<file path="src/rtl/des_word_aligner.sv">
// des_word_aligner
// Converts a bit-serial stream (LSB first, qualified by in_valid) into
// WIDTH-bit words. Word boundaries are found by hunting for COMMA on every
// received bit, then confirmed by LOCK_CNT consecutive commas on the
// candidate boundary. Once locked, non-comma boundary words are queued in a
// show-ahead FIFO with a valid/ready output. Too many off-boundary commas
// while locked drop the aligner back to hunting.
//
// Ports:
//   clk        single clock, posedge
//   rst_n      asynchronous active-low reset
//   in_data    serial bit, sampled when in_valid=1
//   in_valid   bit enable
//   out_data   FIFO head word (0 while empty)
//   out_valid  FIFO non-empty
//   out_ready  consumer accept; pop on out_valid && out_ready
//   locked     aligner is in LOCKED state
//   full       FIFO holds DEPTH words
//   overflow   sticky: a word was dropped because the FIFO was full
//   clr_ovf    single-cycle pulse clearing overflow
module des_word_aligner #(
    parameter int unsigned      WIDTH        = 8,
    parameter logic [WIDTH-1:0] COMMA        = WIDTH'(8'hBC),
    parameter int unsigned      LOCK_CNT     = 3,
    parameter int unsigned      MISALIGN_MAX = 2,
    parameter int unsigned      DEPTH        = 4
) (
    input  logic             clk,
    input  logic             rst_n,
    input  logic             in_data,
    input  logic             in_valid,
    output logic [WIDTH-1:0] out_data,
    output logic             out_valid,
    input  logic             out_ready,
    output logic             locked,
    output logic             full,
    output logic             overflow,
    input  logic             clr_ovf
);

    localparam int unsigned CW = $clog2(WIDTH);
    localparam int unsigned AW = $clog2(DEPTH);
    localparam int unsigned PW = AW + 1;

    typedef enum logic [1:0] {
        HUNT,
        VERIFY,
        LOCKED
    } state_t;

    state_t           state_q, state_d;
    logic [WIDTH-1:0] sr_q, sr_d;
    logic [CW-1:0]    bitcnt_q, bitcnt_d;
    logic [3:0]       comma_cnt_q, comma_cnt_d;
    logic [3:0]       misalign_q, misalign_d;
    logic             locked_q, locked_d;
    logic [PW-1:0]    wr_ptr_q, wr_ptr_d;
    logic [PW-1:0]    rd_ptr_q, rd_ptr_d;
    logic             overflow_q, overflow_d;
    logic [WIDTH-1:0] mem_q [DEPTH];

    logic [WIDTH-1:0] sr_shift;
    logic             comma_hit;
    logic             boundary;
    logic             push_req;
    logic             push_ok;
    logic             pop;
    logic             empty;
    logic             full_now;
    logic [PW-1:0]    count;

    // Alignment state machine. The word examined on every bit is the
    // post-shift register, so a comma is recognised in the same cycle its
    // last bit arrives.
    always_comb begin
        sr_shift    = {in_data, sr_q[WIDTH-1:1]};
        comma_hit   = (sr_shift == COMMA);
        boundary    = in_valid && (bitcnt_q == CW'(WIDTH - 1));

        sr_d        = sr_q;
        bitcnt_d    = bitcnt_q;
        state_d     = state_q;
        comma_cnt_d = comma_cnt_q;
        misalign_d  = misalign_q;
        push_req    = 1'b0;

        if (in_valid) begin
            sr_d     = sr_shift;
            bitcnt_d = (bitcnt_q == CW'(WIDTH - 1)) ? '0 : bitcnt_q + CW'(1);
            unique case (state_q)
                HUNT: begin
                    // A comma anywhere defines the new boundary grid.
                    if (comma_hit) begin
                        bitcnt_d    = '0;
                        comma_cnt_d = 4'd1;
                        misalign_d  = '0;
                        state_d     = (LOCK_CNT == 1) ? LOCKED : VERIFY;
                    end
                end
                VERIFY: begin
                    if (boundary) begin
                        if (comma_hit) begin
                            comma_cnt_d = comma_cnt_q + 4'd1;
                            if ((comma_cnt_q + 4'd1) == 4'(LOCK_CNT)) begin
                                state_d = LOCKED;
                            end
                        end else begin
                            comma_cnt_d = '0;
                            state_d     = HUNT;
                        end
                    end
                end
                LOCKED: begin
                    if (boundary) begin
                        if (comma_hit) begin
                            misalign_d = '0;
                        end else begin
                            push_req = 1'b1;
                        end
                    end else if (comma_hit) begin
                        // Off-grid commas suggest the boundary has slipped.
                        if ((misalign_q + 4'd1) == 4'(MISALIGN_MAX)) begin
                            misalign_d = '0;
                            state_d    = HUNT;
                        end else begin
                            misalign_d = misalign_q + 4'd1;
                        end
                    end
                end
                default: begin
                    state_d = HUNT;
                end
            endcase
        end

        locked_d = (state_d == LOCKED);
    end

    // FIFO bookkeeping. A pop in the same cycle frees room for a push into a
    // full FIFO; there is no bypass, so a push into an empty FIFO becomes
    // visible on the following cycle.
    always_comb begin
        count    = wr_ptr_q - rd_ptr_q;
        empty    = (wr_ptr_q == rd_ptr_q);
        full_now = (count == PW'(DEPTH));
        pop      = !empty && out_ready;
        push_ok  = push_req && (!full_now || pop);
        wr_ptr_d = wr_ptr_q + {{AW{1'b0}}, push_ok};
        rd_ptr_d = rd_ptr_q + {{AW{1'b0}}, pop};

        // A drop in the same cycle as clr_ovf keeps the flag set.
        if (push_req && full_now && !pop) begin
            overflow_d = 1'b1;
        end else if (clr_ovf) begin
            overflow_d = 1'b0;
        end else begin
            overflow_d = overflow_q;
        end
    end

    always_ff @(posedge clk or negedge rst_n) begin
        if (!rst_n) begin
            state_q     <= HUNT;
            sr_q        <= '0;
            bitcnt_q    <= '0;
            comma_cnt_q <= '0;
            misalign_q  <= '0;
            locked_q    <= 1'b0;
            wr_ptr_q    <= '0;
            rd_ptr_q    <= '0;
            overflow_q  <= 1'b0;
        end else begin
            state_q     <= state_d;
            sr_q        <= sr_d;
            bitcnt_q    <= bitcnt_d;
            comma_cnt_q <= comma_cnt_d;
            misalign_q  <= misalign_d;
            locked_q    <= locked_d;
            wr_ptr_q    <= wr_ptr_d;
            rd_ptr_q    <= rd_ptr_d;
            overflow_q  <= overflow_d;
        end
    end

    // Storage needs no reset: entries are only visible between push and pop.
    always_ff @(posedge clk) begin
        if (push_ok) begin
            mem_q[wr_ptr_q[AW-1:0]] <= sr_shift;
        end
    end

    assign out_valid = !empty;
    assign out_data  = empty ? '0 : mem_q[rd_ptr_q[AW-1:0]];
    assign locked    = locked_q;
    assign full      = full_now;
    assign overflow  = overflow_q;

endmodule
</file>
<file path="config.mk">
export PLATFORM = sky130hd
export DESIGN_NAME = des_word_aligner
export DESIGN_NICKNAME = d
export VERILOG_FILES = /design/src/rtl/des_word_aligner.sv
export SDC_FILE = /design/constraint.sdc
export NUM_CORES = 1
export LEC_CHECK = 0
export CAP_MARGIN = 20
export CORE_AREA = 4 4 87 89
export DETAILED_ROUTE_END_ITERATION = 12
export DIE_AREA = 0 0 91 93
export PLACE_DENSITY = 0.61
export SLEW_MARGIN = 20
export SYNTH_ARGS = -nofsm -noshare
export SYNTH_HDL_FRONTEND = slang
export SYNTH_SLANG_ARGS = --single-unit
</file>
<file path="constraint.sdc">
create_clock -name clk -period 7.8 [get_ports clk]
set_clock_uncertainty 0.05 [all_clocks]
set_input_delay 2.34 -clock clk [delete_from_list [all_inputs] [get_ports clk]]
set_output_delay 2.34 -clock clk [all_outputs]
set_load 0.05 [all_outputs]
</file>
==> impl_metrics.py, run 1 <==
metrics = {
    "yosys": {
        "yosysTopAreaCellShare_pct": 34.7,
        "yosys.area.top_type": "edfxtp_1",
        "syn_avg_cell_area_um2": 13.7,
        "synth_edf_count": 32,
        "synthCells": 202,
        "synth_area_leaders": "edfxtp_1 (35%), dfrtp_1 (25%), mux4_2 (6.5%), ha_1 (5.4%), mux2_2 (3.3%)",
        "synthArstFlopShare_pct": 46.7,
        "synth_nets": 220,
        "syn-cell-area_mm2": 0.00277,
        "synth_warnings": 0,
        "synth-seq-cells": 60,
        "synth.distinct_cells": 46,
        "yosysSeqAreaShare_pct": 60.1,
        "synth_ff_type": "edfxtp_1",
    },
    "setup_path": {
        "slowest_delay_ps": 790,
        "critical_path_class": "flip-flop to output pin",
        "cp_max_fo": 11,
        "crit_arrival_ps": 2660,
        "crit_family": "buffers and inverters",
        "cp.required_ps": 5410,
        "critPathBufInv": 1,
        "endpoint_kind": "output pin",
        "critical_path.cell_chain": "ha_1 > nand2_1 > or2_2 > and2_1 > clkdlybuf4s50_1",
        "crit_path_top_delay_cell": "clkdlybuf4s50_1",
        "setup.worst_path.start_class": "flip-flop",
    },
    "detailed_routing": {
        "drcViolationCount": 0,
        "routed_wirelength_um": 4540,
        "vias": 1643,
        "first_pass_iters": 4,
        "ant_nets": 0,
        "drtIter0Drc": 60,
        "viasPerCell": 5.33,
        "wire_per_inst_um": 14.7,
    },
    "floorplan": {
        "rows": 30,
        "die_y_um": 93,
        "start_util_pct": 40.9,
        "ioPinCount": 18,
        "die-area_mm2": 0.00846,
        "die_w_um": 91,
        "core_area_mm2": 0.00676,
    },
    "cts": {
        "clk_latency_ps": 330,
        "clock_sinks": 60,
        "clockBufferDepth": 2,
        "cts-hold-fix-buffers": 0,
        "ctsResizeCount": 0,
        "cts_buffers": 9,
        "htree_levels": 3,
        "cts_root_buf": "clkbuf_8",
        "cts_tree": "yes",
        "clkTransAtPathRegs_ps": 70,
        "post_cts_buffers": 0,
    },
    "layout": {
        "fin_area_mm2": 0.00323,
        "num_antenna_cells": 0,
        "area_growth_pct": 16.7,
        "fillers": 595,
        "layout_commonest_cell": "edfxtp_1",
        "drive_gt1_share_pct": 19.3,
        "final_cell_mix": "edfxtp_1 (32), dfrtp_1 (28), clkdlybuf4s50_1 (17)",
        "finalNetCount": 241,
        "finalNonFillerCells": 308,
    },
    "placement": {
        "dp_cells": 292,
        "placed_area_mm2": 0.00300,
        "gp_congestion": 0.742,
        "io_buffers": 17,
        "post-dp-hpwl_um": 3200,
    },
    "sta": {
        "setup_viol": 0,
        "min_period_ps": 5050,
        "finalCritPeriodShare_pct": 64.8,
        "setup_tns_ps": 0,
        "slew_violations": 0,
        "hold_viol_final": 0,
        "max_freq_mhz": 198,
        "worst_slew_pin_slew_ps": 639,
        "rsz0062_at_grt": "false",
        "maxSlewHeadroom_pct": 57.3,
    },
    "flow_run": {
        "max_cap_viol_count": 0,
    },
    "global_routing": {
        "grt_overflow": 0,
        "grt_pass1_vias": 1659,
        "grt_max_degree": 29,
        "grt_usage_pct": 12.0,
        "grt_pass1_wl_um": 7910,
        "antenna_found_initial": 0,
    },
    "power": {
        "ir_drop_v": 0.0000931,
        "powerDensity_mw_per_mm2": 241,
        "p_leak_nw": 1.29,
    },
    "min_path": {
        "hp-class": "flip-flop to flip-flop",
    },
    "status": {
        "status": "completed",
    },
}
-- Yosys cell counts (all sizes together) (2+ instances only) --
library cell  count
buf               3
inv               9
and3              4
mux4              8
clkbuf            5
nand3b            2
and2             10
o22ai             3
nand2b            3
a22o              2
mux2              8
o21ai             8
nor2b             5
a21o              2
a21bo             2
ha               12
nand3             6
edfxtp           32
nand2            15
nor3              7
nor2              5
xor2              3
dfrtp            28
-- cell type report --
class                   instances  area, µm²  share of cell area (%)
clock buffers                   9        124                    3.84
clock inverters                 7       91.3                    2.83
inverters                       9       33.8                    1.05
multi-input cells             125       1040                    32.2
flip-flops and latches         60       1660                    51.5
well taps                      80        100                    3.10
repair buffers                 18        178                    5.50
-- layer usage --
metal	vias up	part of all wire [%]	GRT usage (%)
li1	802	-	-
met1	804	47	15.6
met2	33	47	18.5
met3	4	4.8	4.67
met4	0	0.92	4.15
met5	-	0	0
-- kinds of logic after synthesis --
kind of cell | Yosys count | synth area share, %
AOI/OAI and AO/OA | 29 | 7.69
muxes | 16 | 9.77
DFF | 60 | 60.1
and+or+nand+nor | 64 | 13.1
adders and majority gates | 12 | 5.43
buffers and inverters | 17 | 2.67
xor gates and xnor gates | 4 | 1.27
-- stage by stage --
stage / worst slack (ps) / total power, W / hold WS (ps) / utilization [%]
global placement: 2490 / 0.000481 / 425 / 44.5
detailed placement: 2450 / 0.000484 / 430 / 44.5
floorplan: 3140 / 0.000458 / 410 / -
CTS: 2640 / 0.000788 / 448 / 47.6
finish: 2750 / 0.000777 / 441 / 47.8
global route: 2530 / 0.000819 / 465 / 47.8
-- registers in the layout, indices dropped and copies added (netlist names) --
register and count:
sr_q 7, bitcnt_q 3, state_q 2, mem_q 32, misalign_q 4, locked 1
wr_ptr_q 3, overflow 1, comma_cnt_q 4, rd_ptr_q 3
-- where the power goes --
part	internal, W	switching [W]
Combinational	0.0000386	0.0000361
Clock	0.000178	0.000122
Sequential	0.000367	0.0000341
Total	0.000584	0.000192
-- worst paths after layout --
path | start | endpoint | slack, ps | cells past startpoint
setup reg to reg | rd_ptr_q[0]$_DFF_PN0_ | mem_q[0][7]$_DFFE_PP_ | 4850 | 6
hold reg to reg | wr_ptr_q[2]$_DFF_PN0_ | wr_ptr_q[2]$_DFF_PN0_ | 440 | 1
min in group asynchronous | rst_n | misalign_q[3]$_DFFE_PN0P_ | 2320 | 2
setup / recovery | rd_ptr_q[0]$_DFF_PN0_ | out_data[5] | 2750 | 5
hold / removal | wr_ptr_q[2]$_DFF_PN0_ | wr_ptr_q[2]$_DFF_PN0_ | 440 | 1
max in group asynchronous | rst_n | wr_ptr_q[1]$_DFF_PN0_ | 5100 | 2
(Power assumes the default switching activity.)
==> inputs of run 2 (changes only) <==
- PLACE_DENSITY: 0.61 -> 0.64
- clock period: 7.8 -> 4.3 ns (I/O delays scaled with it)
==> run 2 against run 1 <==
Against the previous run:
- sequential power is 82% higher
- combinational power is 83% higher
- clock power is 42% higher
- cell area is 1.1% lower
- sequential cell count stayed put
- total power is 67% higher
- die area stayed put
- routed wire length is 2.4% higher
- first-iteration DRC count is 20% lower
- critical path type unchanged
- highest routed layer unchanged
==> impl_metrics.py, run 2 (synthesis gave the netlist of run 1 again) <==
metrics = {
    "layout": {
        "largest_register_ffs": 32,
        "final_util_pct": 47.3,
        "fillers": 596,
        "finalNetCount": 244,
        "area_growth_pct": 15.5,
        "drive_gt1_share_pct": 19.5,
        "num_antenna_cells": 0,
        "final_cell_mix": "edfxtp_1 (32), dfrtp_1 (28), clkdlybuf4s50_1 (17)",
        "layout_commonest_cell": "edfxtp_1",
        "finalNonFillerCells": 311,
    },
    "cts": {
        "cts_buffers": 9,
        "clockBufferDepth": 2,
        "clk_latency_ps": 330,
        "post_cts_buffers": 0,
        "ctsResizeCount": 0,
        "clkTransAtPathRegs_ps": 70,
        "cts_tree": "yes",
        "clock_sinks": 60,
        "htree_levels": 3,
        "cts_root_buf": "clkbuf_8",
        "cts-hold-fix-buffers": 0,
    },
    "setup_path": {
        "endpoint_kind": "output pin",
        "regToRegSetupSlack_ps": 1450,
        "critical_path.cell_chain": "ha_1 > nand2_1 > or2_2 > and2_1 > clkdlybuf4s50_1",
        "rr_worst_depth": 7,
        "slowest_delay_ps": 800,
        "r2r-end": "mem_q[2][0]$_DFFE_PP_",
        "r2r-start": "rd_ptr_q[0]$_DFF_PN0_",
        "crit_arrival_ps": 2650,
        "crit_path_top_delay_cell": "clkdlybuf4s50_1",
        "critical_path_class": "flip-flop to output pin",
        "setup.worst_path.start_class": "flip-flop",
        "cp_max_fo": 11,
        "cp.required_ps": 2960,
    },
    "sta": {
        "rsz0062_at_grt": "false",
        "hold_viol_final": 0,
        "setup_tns_ps": 0,
        "maxSlewHeadroom_pct": 63.8,
        "min_period_ps": 3990,
        "finalCritPeriodShare_pct": 92.7,
        "worst_slew_pin_slew_ps": 543,
        "max_freq_mhz": 251,
        "setup_viol": 0,
        "slew_violations": 0,
    },
    "floorplan": {
        "die-area_mm2": 0.00846,
        "die_w_um": 91,
        "ioPinCount": 18,
        "start_util_pct": 40.9,
        "rows": 30,
        "core_area_mm2": 0.00676,
        "die_y_um": 93,
    },
    "detailed_routing": {
        "routed_wirelength_um": 4650,
        "viasPerCell": 5.30,
        "ant_nets": 0,
        "drcViolationCount": 0,
        "first_pass_iters": 4,
        "drtIter0Drc": 48,
        "wire_per_inst_um": 14.9,
        "vias": 1649,
    },
    "power": {
        "p_clk_share_pct": 33.1,
        "pwr-share-seq_pct": 56.4,
        "powerDensity_mw_per_mm2": 405,
        "switchingPower_w": 0.000353,
        "p_leak_nw": 1.28,
        "ir_drop_v": 0.000199,
        "switching_share_pct": 27.2,
        "comb_power_share_pct": 10.5,
        "power.internal_w": 0.000942,
    },
    "status": {
        "status": "completed",
    },
    "global_routing": {
        "antenna_found_initial": 0,
        "grt_pass1_wl_um": 7850,
        "grt_pass1_vias": 1644,
        "grt_max_degree": 29,
        "grt_usage_pct": 12.0,
        "grt_overflow": 0,
    },
    "placement": {
        "post-dp-hpwl_um": 3190,
        "io_buffers": 17,
        "dp_cells": 295,
        "gp_congestion": 0.748,
    },
    "flow_run": {
        "max_cap_viol_count": 0,
    },
    "min_path": {
        "holdPathStages": 1,
        "hp-class": "flip-flop to flip-flop",
        "holdPathEnd": "rd_ptr_q[2]$_DFF_PN0_",
        "hp-start": "rd_ptr_q[2]$_DFF_PN0_",
    },
}
-- run 2: power by group through the flow --
stage / clock network [W] / logic, W / registers [W]
after floorplan: 0 / 0.000118 / 0.000713
after global placement: 0 / 0.000133 / 0.000739
after detailed placement: 0 / 0.000137 / 0.000741
after CTS: 0.000445 / 0.000139 / 0.000730
after global routing: 0.000473 / 0.000159 / 0.000740
final: 0.000428 / 0.000137 / 0.000730
-- run 2: per-stage QoR --
stage | cell area, µm² | setup WS, ps | hold WS, ps | total power (W)
global placement | 3030 | 635 | 424 | 0.000871
finish | 3190 | 314 | 435 | 0.00129
floorplan | 2770 | 686 | 410 | 0.000831
global route | 3190 | 103 | 452 | 0.00137
CTS | 3190 | 221 | 438 | 0.00131
detailed placement | 3030 | 611 | 425 | 0.000879
-- run 2: how the worst max path moves through the flow --
| stage | cells past startpoint | endpoint | start | slack (ps) |
|---|---|---|---|---|
| 2_1_floorplan | 7 | out_data[0] | rd_ptr_q[1]$_DFF_PN0_ | 690 |
| 3_3_place_gp | 5 | out_data[5] | rd_ptr_q[0]$_DFF_PN0_ | 630 |
| 3_5_place_dp | 5 | out_data[5] | rd_ptr_q[0]$_DFF_PN0_ | 610 |
| 4_1_cts | 5 | out_data[5] | rd_ptr_q[0]$_DFF_PN0_ | 220 |
| 5_1_grt | 5 | out_data[5] | rd_ptr_q[0]$_DFF_PN0_ | 100 |
| 6_report | 5 | out_data[5] | rd_ptr_q[0]$_DFF_PN0_ | 310 |
-- run 2: critical path, delay by kind of cell (launching register included) --
kind	cells	cell delay, ps
buf+inv	1	800
flops	1	690
simple gates	3	490
fa+ha+maj	1	340
-- run 2: final cells by class --
type	instances	area [µm²]	area share (%)
Clock buffer	9	124	3.88
Clock inverter	7	43.8	1.37
Inverter	9	33.8	1.06
Multi-Input combinational cell	125	1030	32.3
Sequential cell	60	1660	52.0
Tap cell	80	100	3.13
Timing Repair Buffer	21	200	6.27
-- run 2: layer usage --
layer	vias to the layer above	share of wire [%]	GRT usage (%)
met5	-	0	0
met1	801	47	15.0
met4	0	2.2	5.90
met2	33	47	18.5
met3	10	4.3	4.42
li1	805	-	-
==> inputs of run 3 (changes only) <==
- CAP_MARGIN: 20 -> not set
==> results of run 3 <==
Final layout, timing and power as in run 2 (identical DEF).
